File: src/rtl/traffic.sv
// Fixed-time traffic-light controller: one crossing, two car lamps and two walker lamps.
// Optional macro PED_FLASH_EN enables the walker "hurry" indication at the end of each green.
module traffic #(
  parameter int GREEN_CYC  = 20,
  parameter int YELLOW_CYC = 4,
  parameter int ALLRED_CYC = 2,
  parameter int FLASH_CYC  = 6
) (
  input  logic       clk,
  input  logic       reset_n,
  output logic [2:0] h_car_traffic,
  output logic [2:0] h_walker_traffic,
  output logic [2:0] v_car_traffic,
  output logic [2:0] v_walker_traffic
);

  localparam logic [2:0] S_ALLRED_H = 3'd0;
  localparam logic [2:0] S_H_GREEN  = 3'd1;
  localparam logic [2:0] S_H_YELLOW = 3'd2;
  localparam logic [2:0] S_ALLRED_V = 3'd3;
  localparam logic [2:0] S_V_GREEN  = 3'd4;
  localparam logic [2:0] S_V_YELLOW = 3'd5;

  localparam logic [2:0] LAMP_RED    = 3'b100;
  localparam logic [2:0] LAMP_YELLOW = 3'b010;
  localparam logic [2:0] LAMP_GREEN  = 3'b001;

  localparam logic [7:0] LEN_GREEN   = 8'(GREEN_CYC);
  localparam logic [7:0] LEN_YELLOW  = 8'(YELLOW_CYC);
  localparam logic [7:0] LEN_ALLRED  = 8'(ALLRED_CYC);
  // With FLASH_CYC=0 this equals GREEN_CYC, which the counter never reaches.
  localparam logic [7:0] HURRY_START = 8'(GREEN_CYC - FLASH_CYC);

`ifdef PED_FLASH_EN
  localparam logic FLASH_ON = 1'b1;
`else
  localparam logic FLASH_ON = 1'b0;
`endif

  logic [2:0] state;
  logic [7:0] cnt;
  logic [7:0] phase_len;
  logic       last;
  logic       hurry;

  function automatic logic [2:0] next_state(input logic [2:0] s);
    case (s)
      S_ALLRED_H: next_state = S_H_GREEN;
      S_H_GREEN:  next_state = S_H_YELLOW;
      S_H_YELLOW: next_state = S_ALLRED_V;
      S_ALLRED_V: next_state = S_V_GREEN;
      S_V_GREEN:  next_state = S_V_YELLOW;
      default:    next_state = S_ALLRED_H;
    endcase
  endfunction

  always_comb begin
    phase_len = 8'd1;
    case (state)
      S_ALLRED_H, S_ALLRED_V: phase_len = LEN_ALLRED;
      S_H_GREEN,  S_V_GREEN:  phase_len = LEN_GREEN;
      S_H_YELLOW, S_V_YELLOW: phase_len = LEN_YELLOW;
      default:                phase_len = 8'd1;
    endcase
  end

  assign last  = (cnt == (phase_len - 8'd1));
  assign hurry = FLASH_ON && (cnt >= HURRY_START);

  // State/counter register: advance on terminal count, recover from illegal encodings.
  always_ff @(posedge clk) begin
    if (!reset_n) begin
      state <= S_ALLRED_H;
      cnt   <= 8'd0;
    end else begin
      case (state)
        S_ALLRED_H, S_H_GREEN, S_H_YELLOW, S_ALLRED_V, S_V_GREEN, S_V_YELLOW: begin
          if (last) begin
            state <= next_state(state);
            cnt   <= 8'd0;
          end else begin
            cnt <= cnt + 8'd1;
          end
        end
        default: begin
          state <= S_ALLRED_H;
          cnt   <= 8'd0;
        end
      endcase
    end
  end

  // Moore decode; every lamp defaults to red so unknown states stay safe.
  always_comb begin
    h_car_traffic    = LAMP_RED;
    h_walker_traffic = LAMP_RED;
    v_car_traffic    = LAMP_RED;
    v_walker_traffic = LAMP_RED;
    case (state)
      S_H_GREEN: begin
        h_car_traffic    = LAMP_GREEN;
        h_walker_traffic = hurry ? LAMP_YELLOW : LAMP_GREEN;
      end
      S_H_YELLOW: h_car_traffic = LAMP_YELLOW;
      S_V_GREEN: begin
        v_car_traffic    = LAMP_GREEN;
        v_walker_traffic = hurry ? LAMP_YELLOW : LAMP_GREEN;
      end
      S_V_YELLOW: v_car_traffic = LAMP_YELLOW;
      default: ;
    endcase
  end

endmodule

File: config.mk
export PLATFORM = sky130hd
export DESIGN_NAME = traffic
export DESIGN_NICKNAME = d
export VERILOG_FILES = /design/src/rtl/traffic.sv
export SDC_FILE = /design/constraint.sdc
export NUM_CORES = 1
export LEC_CHECK = 0
export CORE_MARGIN = 2
export CORE_UTILIZATION = 44
export DETAILED_ROUTE_END_ITERATION = 10
export PLACE_DENSITY = 0.76
export REMOVE_ABC_BUFFERS = 1
export SLEW_MARGIN = 30
export SYNTH_ARGS = -nofsm -noshare
export SYNTH_HDL_FRONTEND = slang
export SYNTH_SLANG_ARGS = --single-unit
File: constraint.sdc
create_clock -name clk -period 4.4 [get_ports clk]
set_clock_uncertainty 0.2 [all_clocks]
set_input_delay 1.1 -clock clk [delete_from_list [all_inputs] [get_ports clk]]
set_output_delay 1.1 -clock clk [all_outputs]
set_load 0.005 [all_outputs]
# ---- After elaboration in Yosys (flattened, before gate mapping)
# Index checks and enable logic that the tools add are counted.
dict set report classes {
  addsub 2
  multipliers 0
  div_mod_pow 0
  magnitude_cmp 0
  n_eq_ne 6
  shifts 0
  n_mux 6
  bitwise 2
  reduce_logical 7
}
# operator count
set ops {}
lappend ops {{3-bit case mux with 5 select lines} 1}
lappend ops {{5-bit case mux with 3 select lines} 1}
lappend ops {{3-bit case mux with 2 select lines} 2}
lappend ops {{8-bit by 1-bit adder with 8-bit output, second input constant} 1}
lappend ops {{8-bit == test} 1}
lappend ops {{8-bit by 1-bit subtractor with 8-bit output, second input constant} 1}
lappend ops {{3-bit by 2-bit == test with 1-bit output, second input constant} 2}
lappend ops {{3-bit == test, second input constant} 2}
lappend ops {{3-bit two-way mux} 2}
lappend ops {{2-bit OR reduction} 3}
lappend ops {{6-bit OR reduction} 1}
lappend ops {{3-bit by 1-bit == test with 1-bit output, second input constant} 1}
lappend ops {{3-bit zero test} 1}
lappend ops {{3-bit OR reduction} 1}
lappend ops {{1-bit inverter} 2}
lappend ops {{2-bit AND reduction} 1}
dict set report totals {
  regBits 11
  latch_bits 0
  ramBits 0
  rom_bits 0
  in_bits 2
  output_inout_bits 12
  wordCells 25
  mem_count 0
}

# ---- Depth between registers and ports, before layout
dict set report logic_depth {
  ltp_word 6
  mapped_depth 6
}

# ---- Worst setup path after synthesis
# No wires, ideal clock.
dict set report synth_timing {
  path_kind {register to output}
  from {register state[1]}
  to {output port h_car_traffic[2]}
  arrival_ps 937
  t_required_ps 3100
  setup_slack_ps 2163
  stages_incl_launch_ff 5
  path_buffers 1
  cell_sequence {dfxtp_1 buf_2 inv_1 nor3_1 nor2_1}
}
dict set report synth_via {
  elab_chain_len 2
  elab_cells_between_ends 3
}
# item line_no
set synth_lines {}
lappend synth_lines {{from (decl)} 40} ;# logic [2:0] state;
lappend synth_lines {{from (signal assigned)} 79} ;# state <= next_state(state);
lappend synth_lines {{3-bit by 2-bit == test with 1-bit output / 3-bit by 1-bit == test with 1-bit output (equally long branches)} 99} ;# case (state)
lappend synth_lines {{3-bit case mux with 2 select lines *} 99}
lappend synth_lines {{to (decl)} 11} ;# output logic [2:0] h_car_traffic,
# Mark *: on every way between the ends. The rest lies on a longest branch, timed or not.

# ---- Final worst setup path
dict set report layout_timing {
  from {register state[1]}
  to {output port h_car_traffic[1]}
}
# Same word-level chain as after synthesis.

==> flow_metrics.py <==
metrics = {
    "floorplanning": {
        "die_area_um2": 1922,
        "core_area_um2": 1489,
        "chipHeight_um": 43.84,
        "rows": 14,
        "start_util": 0.4689,
        "die_w_um": 43.84,
        "io_pins": 14,
    },
    "logic_synthesis": {
        "synthDominantCellAreaShare": 0.3154,
        "synth_top_family_by_area": "simple AND/OR/NAND/NOR gates",
        "synth_compound_area_frac": 0.1989,
        "ys_seq_area_frac": 0.3154,
        "synth_mux_area_frac": 0.01434,
        "synth_flop_cell": "dfxtp_1",
        "synth.area.top_cells": "dfxtp_1, nor2_1, nand3_1",
        "synth_cells": 86,
        "yosys.area_share.adder": 0.01792,
        "synth-edff-count": 0,
        "syn_avg_cell_area_um2": 8.118,
        "yosysTopAreaCell": "dfxtp_1",
        "synthArstFlopShare": 0,
        "synthSimpleGateAreaFrac": 0.2724,
        "synth.distinct_cells": 34,
        "synth_common_cells": "dfxtp_1, nor2_1, inv_1, nand3_1",
        "synth_warnings": 0,
        "synth_seq_cells": 11,
        "synthesis.area_um2": 698.2,
        "synth-xor-area-share": 0.07527,
    },
    "timing": {
        "fmax_ghz": 0.3223,
        "setup_violations": 0,
        "finalCritPeriodShare": 0.7052,
        "rsz0062_at_grt": "false",
        "timing.final.crit_period_ps": 3103,
        "fin_tns_setup_ps": 0,
        "finalMaxSlewViolations": 0,
        "finalHoldViolCount": 0,
    },
    "placement": {
        "place_congestion": 0.7784,
        "port_buffers": 11,
        "place_hpwl_um": 991.5,
    },
    "run_status": {
        "status": "finished clean",
    },
    "clock_tree": {
        "cts_made_buffers": 3,
        "cts_sinks": 11,
        "cts_resized": 0,
        "clock_tree.root_cell": "clkbuf_4",
        "cts_tree": "yes",
        "h-tree-depth": 1,
        "post_cts_buffers": 0,
        "cts_buffer_depth": 2,
        "hold_buffers": 0,
        "clk_pin_slew_worst_paths_ps": 70,
        "clk_latency_ps": 270,
    },
    "power_and_ir_drop": {
        "peakVddDrop_mv": 0.2476,
        "power-per-cell-area_nw_per_um2": 489.8,
        "p_leak_nw": 0.3070,
    },
    "global_route": {
        "antenna_found_initial": 0,
        "grt_start_max_net_pins": 14,
        "track_usage": 0.1607,
        "grt_pass1_vias": 561,
        "grt_remaining_overflow": 0,
        "grt_pass1_wl_mm": 2.311,
    },
    "setup_path": {
        "endpoint_kind": "output port",
        "critPathKind": "reg2out",
        "cp_data_arrival_time_ps": 1800,
        "critPathMaxFanout": 10,
        "startpoint_type": "flip-flop",
        "critical_path_required_ps": 3100,
    },
    "cells_and_area": {
        "seqCellArea_um2": 220.2,
        "nNetsFinal": 99,
        "area_growth_pct": 16.67,
        "drive_above_1_share": 0.1053,
        "diodes": 0,
        "fill_cells": 137,
        "final_core_util": 0.5471,
        "multi_input_area_um2": 411.6,
    },
    "detailed_routing": {
        "dr.pass1.iters": 3,
        "drt-total-wl_mm": 1.332,
        "wire_per_inst_um": 12.00,
        "ant_nets": 0,
        "drt_iter0_drc": 9,
        "drc": 0,
        "via_count": 608,
        "viasPerCell": 5.477,
    },
    "flow_run": {
        "max_cap_violations": 0,
    },
    "hold_path": {
        "hold_class": "reg2reg",
    },
}
## critical path: stages, from the launching register on
cell and delay [ps]:
dfxtp_1 540, inv_1 200, nor3_1 250, clkdlybuf4s50_1 540
## path summary, 6_finish.rpt
path | endpoint | depth (start not counted) | slack [ps] | from
worst max-delay path | h_car_traffic[1] | 3 | 1300 | state[1]
worst min register to register | cnt[7] | 2 | 330 | cnt[7]
worst max register to register | cnt[7] | 5 | 2470 | state[1]
worst min-delay path | cnt[7] | 2 | 330 | cnt[7]
## cell families (layout without fill, tap and decap cells)
group / Yosys count / count (layout)
xor+xnor: 6 / 6
simple gates: 35 / 35
compound gates: 17 / 17
mux: 1 / 1
other cells: 1 / 2
flops: 11 / 11
buf+inv: 14 / 22
fa+ha+maj: 1 / 1
## where the power goes
group / total [W] / internal [W] / switching, W
logic: 0.000178 / 0.0000908 / 0.0000875
clock network: 0.0000676 / 0.0000351 / 0.0000325
registers: 0.000153 / 0.000115 / 0.0000376
## stage by stage
stage	power, W	hold slack [ps]	setup WS [ps]	instance area [um2]	std cells
floorplan	0.0002653	279.9	2107	658.1	80
global placement	0.0003294	293.9	1635	788.3	107
detailed placement	0.0003341	318.4	1592	788.3	107
CTS	0.0004049	339.2	1290	814.5	111
global route	0.0004352	374.8	1079	814.5	111
finish	0.0003990	327.1	1297	814.5	111
## metal layers
metal,share of wire,global-route usage,vias to the layer above
met5,0,0,-
met4,0.014,0.09091,0
met3,0.034,0.02500,2
met2,0.51,0.2794,11
met1,0.44,0.1843,283
li1,-,-,312
## sequential cells by signal (all words and copies together), names as in the netlist
name	cells
cnt	8
state	3
## layout make-up
cell class	count	area share
multi-input cells	62	0.5054
clock buffers	4	0.03226
well taps	16	0.02458
repair buffers	11	0.1352
flip-flops and latches	11	0.2704
inverters	7	0.03226
## cells in the final DEF (no fill, tap or decap), types with 2 or more instances in the layout
cell type        count
nand3_1              7
conb_1               2
o21ai_0              4
clkdlybuf4s50_1     11
a21oi_1              4
nor2_1              11
clkbuf_4             3
o211a_1              2
nand3b_1             2
nand2_1              3
nor3_1               3
dfxtp_1             11
xnor2_1              3
xor2_1               3
inv_1                7
No activity file was read; power rests on OpenSTA's default activity.
